==> config.mk <==
export PLATFORM = sky130hd
export DESIGN_NAME = gcd_binary
export DESIGN_NICKNAME = d
export VERILOG_FILES = /design/src/rtl/gcd_pkg.sv /design/src/rtl/gcd_binary_step.sv /design/src/rtl/gcd_binary.sv
export SDC_FILE = /design/constraint.sdc
export NUM_CORES = 1
export LEC_CHECK = 0
export BUFFER_PORTS_ARGS = -buffer_cell sky130_fd_sc_hd__buf_2
export CAP_MARGIN = 20
export CELL_PAD_IN_SITES_DETAIL_PLACEMENT = 0
export CELL_PAD_IN_SITES_GLOBAL_PLACEMENT = 2
export CORE_ASPECT_RATIO = 0.7
export CORE_UTILIZATION = 38
export DETAILED_ROUTE_END_ITERATION = 7
export HOLD_SLACK_MARGIN = 0.1
export PLACE_DENSITY_LB_ADDON = 0.1
export SYNTH_ARGS = -nofsm -noshare
export SYNTH_HDL_FRONTEND = slang
export SYNTH_SLANG_ARGS = --single-unit
==> constraint.sdc <==
create_clock -name clk -period 7.3 [get_ports clk]
set_clock_uncertainty 0.1 [all_clocks]
set_input_delay 1.46 -clock clk [delete_from_list [all_inputs] [get_ports clk]]
set_output_delay 1.46 -clock clk [all_outputs]
set_load 0.005 [all_outputs]
==> src/rtl/gcd_pkg.sv <==
// Shared definitions for the GCD units: controller state encodings and the
// cycle-counter width helper.
package gcd_pkg;

    typedef enum logic [1:0] {
        IDLE = 2'b00,
        BUSY = 2'b01,
        DONE = 2'b10
    } gcd_state_e;

    // Binary GCD finishes within 2*width+1 steps; the counter must hold that.
    function automatic int gcd_cw(input int width);
        return $clog2(2 * width + 2);
    endfunction

endpackage

==> src/rtl/gcd_binary_step.sv <==
// One reduction step of the binary (Stein) GCD algorithm. The rules are
// evaluated in priority order and exactly one of them applies.
module gcd_binary_step #(
    parameter int WIDTH = 16,
    parameter int KW    = $clog2(WIDTH)
) (
    input  logic [WIDTH-1:0] a,
    input  logic [WIDTH-1:0] b,
    input  logic [KW-1:0]    k,
    output logic [WIDTH-1:0] a_next,
    output logic [WIDTH-1:0] b_next,
    output logic             k_inc,
    output logic             terminal,
    output logic [WIDTH-1:0] result
);

    logic [WIDTH-1:0] diff_ab;
    logic [WIDTH-1:0] diff_ba;

    assign diff_ab = a - b;
    assign diff_ba = b - a;

    always_comb begin
        a_next   = a;
        b_next   = b;
        k_inc    = 1'b0;
        terminal = 1'b0;
        result   = '0;
        if (a == '0) begin
            terminal = 1'b1;
            result   = b << k;
        end else if (b == '0) begin
            terminal = 1'b1;
            result   = a << k;
        end else if (!a[0] && !b[0]) begin
            a_next = a >> 1;
            b_next = b >> 1;
            k_inc  = 1'b1;
        end else if (!a[0]) begin
            a_next = a >> 1;
        end else if (!b[0]) begin
            b_next = b >> 1;
        end else if (a >= b) begin
            // Both odd: the difference is even, so the halving is exact.
            a_next = diff_ab >> 1;
        end else begin
            b_next = diff_ba >> 1;
        end
    end

endmodule

==> src/rtl/gcd_binary.sv <==
// Binary GCD engine: ready/valid operand accept, one reduction per clock,
// result and iteration count held until acknowledged.
module gcd_binary
    import gcd_pkg::*;
#(
    parameter int WIDTH = 16,
    parameter int CW    = gcd_cw(WIDTH)
) (
    input  logic             clk,
    input  logic             reset,
    input  logic [WIDTH-1:0] A_in,
    input  logic [WIDTH-1:0] B_in,
    input  logic             op_valid,
    output logic             op_ready,
    input  logic             ack,
    output logic             gcd_valid,
    output logic [WIDTH-1:0] gcd,
    output logic [CW-1:0]    cycles
);

    localparam int KW = $clog2(WIDTH);

    gcd_state_e       state_q, state_d;
    logic [WIDTH-1:0] a_q, a_d;
    logic [WIDTH-1:0] b_q, b_d;
    logic [KW-1:0]    k_q, k_d;
    logic [CW-1:0]    cnt_q, cnt_d;
    logic [WIDTH-1:0] gcd_q, gcd_d;
    logic [CW-1:0]    cycles_q, cycles_d;

    logic [WIDTH-1:0] step_a;
    logic [WIDTH-1:0] step_b;
    logic             step_k_inc;
    logic             step_terminal;
    logic [WIDTH-1:0] step_result;

    gcd_binary_step #(
        .WIDTH (WIDTH),
        .KW    (KW)
    ) u_step (
        .a        (a_q),
        .b        (b_q),
        .k        (k_q),
        .a_next   (step_a),
        .b_next   (step_b),
        .k_inc    (step_k_inc),
        .terminal (step_terminal),
        .result   (step_result)
    );

    always_comb begin
        state_d  = state_q;
        a_d      = a_q;
        b_d      = b_q;
        k_d      = k_q;
        cnt_d    = cnt_q;
        gcd_d    = gcd_q;
        cycles_d = cycles_q;
        case (state_q)
            IDLE: begin
                if (op_valid) begin
                    a_d     = A_in;
                    b_d     = B_in;
                    k_d     = '0;
                    cnt_d   = '0;
                    state_d = BUSY;
                end
            end
            BUSY: begin
                cnt_d = cnt_q + CW'(1);
                a_d   = step_a;
                b_d   = step_b;
                if (step_k_inc) begin
                    k_d = k_q + KW'(1);
                end
                if (step_terminal) begin
                    gcd_d    = step_result;
                    cycles_d = cnt_q + CW'(1);
                    state_d  = DONE;
                end
            end
            DONE: begin
                // Result registers are cleared on leaving DONE so the
                // outputs read zero whenever gcd_valid is low.
                if (ack) begin
                    gcd_d    = '0;
                    cycles_d = '0;
                    state_d  = IDLE;
                end
            end
            default: begin
                gcd_d    = '0;
                cycles_d = '0;
                state_d  = IDLE;
            end
        endcase
    end

    always_ff @(posedge clk) begin
        if (reset) begin
            state_q  <= IDLE;
            a_q      <= '0;
            b_q      <= '0;
            k_q      <= '0;
            cnt_q    <= '0;
            gcd_q    <= '0;
            cycles_q <= '0;
        end else begin
            state_q  <= state_d;
            a_q      <= a_d;
            b_q      <= b_d;
            k_q      <= k_d;
            cnt_q    <= cnt_d;
            gcd_q    <= gcd_d;
            cycles_q <= cycles_d;
        end
    end

    assign op_ready  = (state_q == IDLE);
    assign gcd_valid = (state_q == DONE);
    assign gcd       = gcd_q;
    assign cycles    = cycles_q;

endmodule
==> out/results.ini, run 1 <==
[detailed_routing]
vias=5888
drt_iter0_markers=471
via_per_inst=5.91
wire_per_inst_um=20.5
wirelength_um=20500
drc=0
ant_nets=0
dr.pass1.iters=6

[yosys]
synth-edff-count=0
yosysUniqueCellTypes=69
synth-seq-cells=66
synth_ff_type=dfxtp_1
syn_area_sq_um=5770
synthArstFlopShare=0
synth_top_family_by_area=compound AO/OA/AOI/OAI gates
yosysWarnings=0
synth-simple-area-share=0.200
synthMuxAreaShare=0.0612
synth_nets=849
synth_fa_ha_area_frac=0.0807
syn_inst=777
seq_area_frac_synth=0.229
synth-xor-area-share=0.0380
synth_compound_area_frac=0.319
avgSynthCellArea_sq_um=7.42

[sta]
drv_slew=0
maxSlewHeadroom=0.317
rsz0062_at_grt=false
final_hold_viol_count=0
period_share=0.486
finalSetupViolCount=0
finalWorstSetupSlack_ns=3.75
fmax_mhz=282
worstMarginPinSlew_ns=1.02
min_period_ns=3.55
tns_ns=0

[floorplan]
io_pins=60
fp-row-count=37
die_area_sq_um=15700
core-area_sq_um=14800
fp.dieH_um=105
initial_core_util=0.391
die_w_um=149

[grt]
antenna_found_initial=0
grt_use_total=0.272
grt_pass1_vias=5620
grt_overflow=0
grt_start_max_net_pins=49
grt_pass1_wl_um=32200

[cts]
cts_tree=built
cts-htree-levels=3
hold_buffers=0
cts.clk_slew.worst_paths_ns=0.07
cts_resized=0
insertion_delay_ns=0.35
clockBufferDepth=2
cts_sinks=66
clockRootBuffer=clkbuf_16
numCtsBuffers=9
post-cts-setup-buffer-count=0

[final_layout]
drive_above_1_share=0.147
area_growth_pct=11.1
fin_util=0.434
diodes=0
finalNetCount=868

[critical_path]
worstPathRequired_ns=7.48
max_stage_delay_ns=0.63
crit_buf_inv=1
critical_path_class=flop to flop
worstPathCellList=inv_1, ha_1, a21o_1, a21oi_1, nor3b_1, nand3_1, nand2_1, o21a_1, o221ai_1, a21oi_2
critPathTopFamily=compound AO/OA/AOI/OAI gates
critPathMaxFanout=11
cp-start-kind=flop
crit_arrival_ns=3.72
cp-end-kind=flop
cpMaxStageDelayCell=o21a_1

[place]
gp_congestion=0.901
portBuffers=59
place_hpwl_um=15300
dp_slack_ns=3.57

[power]
ir_drop_mv=0.169
pwr_density_cell_nw_per_um2=453
p_leak_uw=0.00254

[worst_hold_path]
worstHoldPathType=flop to flop

[flow_run]
maxCapViolCount=0

[outcome]
status=finished, final reports clean

[per-stage QoR]
step	area, sq um	std cells	power, uW	hold WS [ns]
6_report	6410	996	2900	0.334
3_3_place_gp	6070	979	2380	0.323
4_1_cts	6400	995	2880	0.339
2_1_floorplan	5770	777	1900	0.335
5_1_grt	6410	996	3120	0.381
3_5_place_dp	6070	979	2360	0.329
[flip-flops by register name (all words and copies together), names as in the netlist]
name,cells
k_q,4
cycles,6
a_q,16
state_q,2
cnt_q,6
b_q,16
gcd,16
[placed cells by master (no fill, tap or decap), drive strengths merged, types with 5 or more instances in the layout]
cell    Yosys  layout
nand4       6       6
buf        33      64
o21ai      70      70
inv        38      38
a31oi       7       7
xor2       10      10
nand3      19      19
and3        5       5
a221o       6       6
nand2b     11      11
nor3       11      11
o211ai     22      22
nor4        9       9
o31ai      13      13
a22o        8       8
nand2      91      91
a211oi      9       9
or3         5       5
a221oi      6       6
nor2       71      71
dfxtp      66      66
a21oi      87      87
clkbuf     23      10
o221ai      6       6
mux2i      24      24
o31a        5       5
a21o       11      11
nor2b       8       8
xnor2      15      15
ha         34      34
[power by group]
group / switching (uW) / leakage [uW] / internal, uW
sequential: 161 / 0.000539 / 426
combinational: 1150 / 0.00185 / 675
clock: 184 / 0.000147 / 308
[worst min-delay path: stages, from the launching register on]
cell and delay (ns):
dfxtp_1 0.30, nand2_1 0.05, nand2_1 0.04
[cell usage after synthesis (all sizes together) (4+ instances only)]
cell / number / share of area
or3: 5 / 0.0054
nand4: 6 / 0.0065
nand2b: 11 / 0.012
o21ai: 70 / 0.063
a22o: 8 / 0.012
nor4: 9 / 0.011
buf: 33 / 0.032
a221oi: 6 / 0.0091
a21oi: 87 / 0.080
clkbuf: 23 / 0.015
nand3: 19 / 0.016
nor3: 11 / 0.0095
nand2: 91 / 0.062
nor2: 71 / 0.048
o31a: 5 / 0.0076
o211ai: 22 / 0.035
dfxtp: 66 / 0.23
o21bai: 4 / 0.0052
a211oi: 9 / 0.012
a221o: 6 / 0.010
a22oi: 4 / 0.0052
nor2b: 8 / 0.0087
a21o: 11 / 0.016
o31ai: 13 / 0.017
mux2i: 24 / 0.042
xor2: 10 / 0.015
and3: 5 / 0.0054
inv: 38 / 0.025
o221ai: 6 / 0.0091
o21a: 4 / 0.0052
ha: 34 / 0.074
and2: 4 / 0.0043
mux4: 4 / 0.016
xnor2: 15 / 0.023
a31oi: 7 / 0.0076
[area by class of cell]
type | count | area (sq um)
Sequential cell | 66 | 1320
Fill cell | 1576 | 8360
Multi-Input combinational cell | 616 | 4030
Inverter | 39 | 146
Clock buffer | 10 | 239
Timing Repair Buffer | 64 | 333
Tap cell | 195 | 244
Clock inverter | 6 | 90.1
[cells by family after synthesis]
kind of cell | Yosys count
and+or+nand+nor | 247
buffers and inverters | 95
muxes | 30
xor gates and xnor gates | 25
AOI/OAI and AO/OA | 278
DFF | 66
adders and majority gates | 36
[worst paths after layout]
| path | from | to | slack, ns | depth (start not counted) |
|---|---|---|---|---|
| worst min register to register | gcd[11]$_SDFFE_PP0P_ | gcd[11]$_SDFFE_PP0P_ | 0.33 | 2 |
| worst max-delay path | a_q[13]$_SDFFE_PP0P_ | b_q[7]$_SDFFE_PP0P_ | 3.75 | 10 |
| worst max register to register | a_q[13]$_SDFFE_PP0P_ | b_q[7]$_SDFFE_PP0P_ | 3.75 | 10 |
| worst min-delay path | gcd[11]$_SDFFE_PP0P_ | gcd[11]$_SDFFE_PP0P_ | 0.33 | 2 |
[metal layers]
metal  part of all wire  vias to the layer above  routed length (um)  global-route usage
met5                  0                        -                   0                   0
met4              0.020                        0                 400              0.0751
met3              0.066                       26                1360              0.0620
met2               0.41                      201                8320               0.382
met1               0.51                     2804               10400               0.407
li1                   -                     2857                   -                   -
No activity file was read; power rests on OpenSTA's default activity.
==> run 2, diff against run 1 <==
--- a/config.mk
+++ b/config.mk
@@ -10,7 +10,7 @@
 export CELL_PAD_IN_SITES_DETAIL_PLACEMENT = 0
 export CELL_PAD_IN_SITES_GLOBAL_PLACEMENT = 2
 export CORE_ASPECT_RATIO = 0.7
-export CORE_UTILIZATION = 38
+export CORE_UTILIZATION = 35
 export DETAILED_ROUTE_END_ITERATION = 7
 export HOLD_SLACK_MARGIN = 0.1
 export PLACE_DENSITY_LB_ADDON = 0.1
==> constraint.sdc (replaced) <==
create_clock -name clk -period 3.4 [get_ports clk]
set_clock_uncertainty 0.1 [all_clocks]
set_input_delay 0.68 -clock clk [delete_from_list [all_inputs] [get_ports clk]]
set_output_delay 0.68 -clock clk [all_outputs]
set_load 0.005 [all_outputs]
==> out/results.ini, run 2 (synthesis results as in run 1) <==
[outcome]
status=finished, final reports clean

[detailed_routing]
wire_per_inst_um=20.3
dr.pass1.iters=5
vias=6041
drc=0
wirelength_um=21300
ant_nets=0
via_per_inst=5.75
drt_iter0_markers=446

[place]
place_hpwl_um=16400
portBuffers=59
dp_cells=1035
place_area_sq_um=6340
gp_congestion=0.894

[sta]
worstMarginPinSlew_ns=0.722
drv_slew=0
period_share=0.942
rsz0062_at_grt=false
finalSetupViolCount=0
fmax_mhz=312
min_period_ns=3.20
final_hold_viol_count=0
tns_ns=0
maxSlewHeadroom=0.518

[final_layout]
finalInstanceArea_sq_um=6640
layout_commonest_cell=nand2_1
drive_above_1_share=0.179
multiInputGateArea_sq_um=4040
finalNetCount=898
fin_util=0.421
seq_area_sq_um=1320
diodes=0
final_cells=1051
fill_cells=1685
area_growth_pct=15.2
layout_common_cells=nand2_1 (85), a21oi_1 (80), nor2_1 (68)

[critical_path]
cpMaxStageDelayCell=dfxtp_1
critPathTopFamily=compound AO/OA/AOI/OAI gates
max_stage_delay_ns=0.52
cp-end-kind=flop
crit_arrival_ns=3.33
crit_top_cell=a21oi_1
cp-start-kind=flop
worstPathRequired_ns=3.52
crit_buf_inv=1
critPathMaxFanout=9
worstPathCellList=inv_1, ha_1, fa_1, nor2b_1, o31a_1, o211ai_1, a21oi_1, a21oi_1, xnor2_1, a221oi_1, o31ai_1
critical_path_class=flop to flop

[cts]
insertion_delay_ns=0.36
cts_sinks=66
cts_tree=built
hold_buffers=0
numCtsBuffers=9
clockRootBuffer=clkbuf_16
post-cts-setup-buffer-count=0
cts_resized=0
cts-htree-levels=3
clockBufferDepth=2
cts.clk_slew.worst_paths_ns=0.06

[grt]
grt_overflow=0
antenna_found_initial=0
grt_pass1_wl_um=33500
grt_use_total=0.262
grt_pass1_vias=5699
grt_start_max_net_pins=38

[floorplan]
fp.dieH_um=109
core-area_sq_um=15800
io_pins=60
die_w_um=155
fp-row-count=38
initial_core_util=0.365
die_area_sq_um=17000

[flow_run]
maxCapViolCount=0

[power]
ir_drop_mv=0.300
netSwitchingPower_uw=3280
clkPwrFrac=0.157
internal-power_uw=3090
seq_power_share=0.185
p_leak_uw=0.00268
switching_share=0.515
p_comb_frac=0.658
pwr_density_cell_nw_per_um2=959

[worst_hold_path]
worstHoldPathType=flop to flop

## run 2: area by class of cell
class / instances / share of cell area
clock buffer: 9 / 0.0339
clock inverter: 7 / 0.0117
inverter: 39 / 0.0220
multi-input combinational: 616 / 0.608
sequential: 66 / 0.199
tap: 220 / 0.0414
timing repair buffer: 94 / 0.0840
## run 2: metrics by stage
stage / power [uW] / worst slack, ns / hold WS, ns
floorplan: 4070 / 0.567 / 0.335
global placement: 5290 / 0.347 / 0.325
detailed placement: 5280 / 0.286 / 0.336
CTS: 6300 / 0.251 / 0.344
global route: 6820 / 0.0106 / 0.376
finish: 6370 / 0.196 / 0.348
## run 2: final timing paths
| check | endpoint | startpoint | depth (start not counted) | slack, ns |
|---|---|---|---|---|
| setup reg to reg | b_q[13]$_SDFFE_PP0P_ | b_q[0]$_SDFFE_PP0P_ | 11 | 0.20 |
| hold reg to reg | gcd[11]$_SDFFE_PP0P_ | gcd[11]$_SDFFE_PP0P_ | 2 | 0.35 |
| hold / removal | gcd[11]$_SDFFE_PP0P_ | gcd[11]$_SDFFE_PP0P_ | 2 | 0.35 |
| setup / recovery | b_q[13]$_SDFFE_PP0P_ | b_q[0]$_SDFFE_PP0P_ | 11 | 0.20 |
## run 2: power by group through the flow
stage / clock, uW / combinational (uW) / sequential [uW]
after floorplan: 0 / 2980 / 1100
after global placement: 0 / 4110 / 1190
after detailed placement: 0 / 4090 / 1190
after CTS: 1010 / 4120 / 1170
after global routing: 1050 / 4560 / 1200
final: 997 / 4190 / 1180
## run 2: tightest hold or removal path, stage by stage, from the launching register on
cell     delay (ns)
dfxtp_1        0.31
nand2_1        0.06
nand2_1        0.04
## run 2: routing by layer
layer	global-route usage	vias to the layer above	routed length [um]	share of wire
li1	-	2926	-	-
met1	0.398	2921	11200	0.53
met2	0.379	176	8590	0.40
met3	0.0461	18	1310	0.061
met4	0.0588	0	214	0.010
met5	0	-	0	0
==> run 3, diff against run 2 <==
--- a/config.mk
+++ b/config.mk
@@ -13,7 +13,7 @@
 export CORE_UTILIZATION = 35
 export DETAILED_ROUTE_END_ITERATION = 7
 export HOLD_SLACK_MARGIN = 0.1
-export PLACE_DENSITY_LB_ADDON = 0.1
+export PLACE_DENSITY = 0.83
 export SYNTH_ARGS = -nofsm -noshare
 export SYNTH_HDL_FRONTEND = slang
 export SYNTH_SLANG_ARGS = --single-unit
==> out/results.ini, run 3 (synthesis results as in run 1) <==
[outcome]
status=finished, final reports clean

[worst_hold_path]
worstHoldPathType=flop to flop
min_path_cells=2

[detailed_routing]
wire_per_inst_um=19.9
vias=6064
ant_nets=0
via_per_inst=5.79
drt_iter0_markers=708
dr.pass1.iters=5
drc=0
wirelength_um=20800

[cts]
cts-htree-levels=3
cts.clk_slew.worst_paths_ns=0.06
clockRootBuffer=clkbuf_16
clockBufferDepth=2
cts_sinks=66
cts_resized=0
numCtsBuffers=9
hold_buffers=0
cts_tree=built
post-cts-setup-buffer-count=0
insertion_delay_ns=0.35

[sta]
period_share=0.953
finalSetupViolCount=0
finalWorstSetupSlack_ns=0.161
final_hold_viol_count=0
drv_slew=0
fmax_mhz=309
rsz0062_at_grt=false
worstMarginPinSlew_ns=0.813
min_period_ns=3.24
maxSlewHeadroom=0.458
tns_ns=0

[place]
dp_slack_ns=0.279
gp_congestion=0.969
place_hpwl_um=16000
portBuffers=59

[power]
pwr_density_cell_nw_per_um2=957
seq_power_share=0.189
p_leak_uw=0.00266
netSwitchingPower_uw=3240
clkPwrFrac=0.152
ir_drop_mv=0.308
internal-power_uw=3080
p_comb_frac=0.659
switching_share=0.512

[critical_path]
crit_buf_inv=1
worstPathRequired_ns=3.51
crit_top_cell=o21ai_0
cp.depth=11
critical_path_class=flop to flop
critPathTopFamily=compound AO/OA/AOI/OAI gates
worstPathCellList=inv_1, ha_1, fa_1, nor2b_1, o31a_1, o21ai_0, o21ai_0, xor2_1, a221o_1, o211ai_2, a21oi_2
cpMaxStageDelayCell=dfxtp_1
critPathMaxFanout=9
r2r_slack_ns=0.16
cp-end-kind=flop
cp-start-kind=flop
r2r_cells=11
max_stage_delay_ns=0.51
crit_arrival_ns=3.35

[floorplan]
fp-row-count=38
core-area_sq_um=15800
die_w_um=155
die_area_sq_um=17000
initial_core_util=0.365
io_pins=60
fp.dieH_um=109

[final_layout]
fill_cells=1685
drive_above_1_share=0.171
area_growth_pct=14.6
finalNetCount=893
layout_common_cells=nand2_1 (85), a21oi_1 (80), nor2_1 (68)
layout_commonest_cell=nand2_1

[grt]
grt_overflow=0
grt_pass1_vias=5702
grt_start_max_net_pins=37
grt_use_total=0.252
grt_pass1_wl_um=32400
antenna_found_initial=0

[flow_run]
maxCapViolCount=0

[run 3: per-layer routing]
layer	global-route usage	vias to the layer above	wire (um)
met5	0	-	0
met4	0.0630	0	332
met3	0.0430	26	1530
met2	0.359	246	8260
met1	0.384	2886	10700
li1	-	2906	-
[run 3: area by class of cell]
class	count	area (sq um)	share of cell area
clock inverter	4	51.3	0.00776
sequential	66	1320	0.200
clock buffer	12	246	0.0373
multi-input combinational	616	4030	0.610
inverter	39	146	0.0222
antenna	1	2.50	0.000379
tap	220	275	0.0417
timing repair buffer	89	533	0.0807
[run 3: tightest hold or removal path, stage by stage, from the launching register on]
cell     delay, ns
dfxtp_1       0.30
nand2_1       0.05
nand2_1       0.04
[run 3: final timing paths]
kind / startpoint / to
min: gcd[11]$_SDFFE_PP0P_ / gcd[11]$_SDFFE_PP0P_
max reg2reg: b_q[0]$_SDFFE_PP0P_ / b_q[11]$_SDFFE_PP0P_
max: b_q[0]$_SDFFE_PP0P_ / b_q[11]$_SDFFE_PP0P_
min reg2reg: gcd[11]$_SDFFE_PP0P_ / gcd[11]$_SDFFE_PP0P_
[run 3: power groups by stage]
stage	Clock (uW)	Combinational [uW]	Sequential (uW)
5_1_grt	1010	4530	1210
3_3_place_gp	0	4060	1190
2_1_floorplan	0	2980	1100
3_5_place_dp	0	4050	1200
4_1_cts	980	4090	1180
6_report	964	4170	1190
[run 3: stage by stage]
step,power (uW),instance area (sq um),util,hold slack [ns],instances
2_1_floorplan,4070,5770,-,0.335,777
3_3_place_gp,5260,6310,0.400,0.324,1030
3_5_place_dp,5250,6310,0.400,0.329,1030
4_1_cts,6250,6610,0.419,0.337,1046
5_1_grt,6760,6610,0.419,0.367,1046
6_report,6320,6610,0.419,0.335,1047
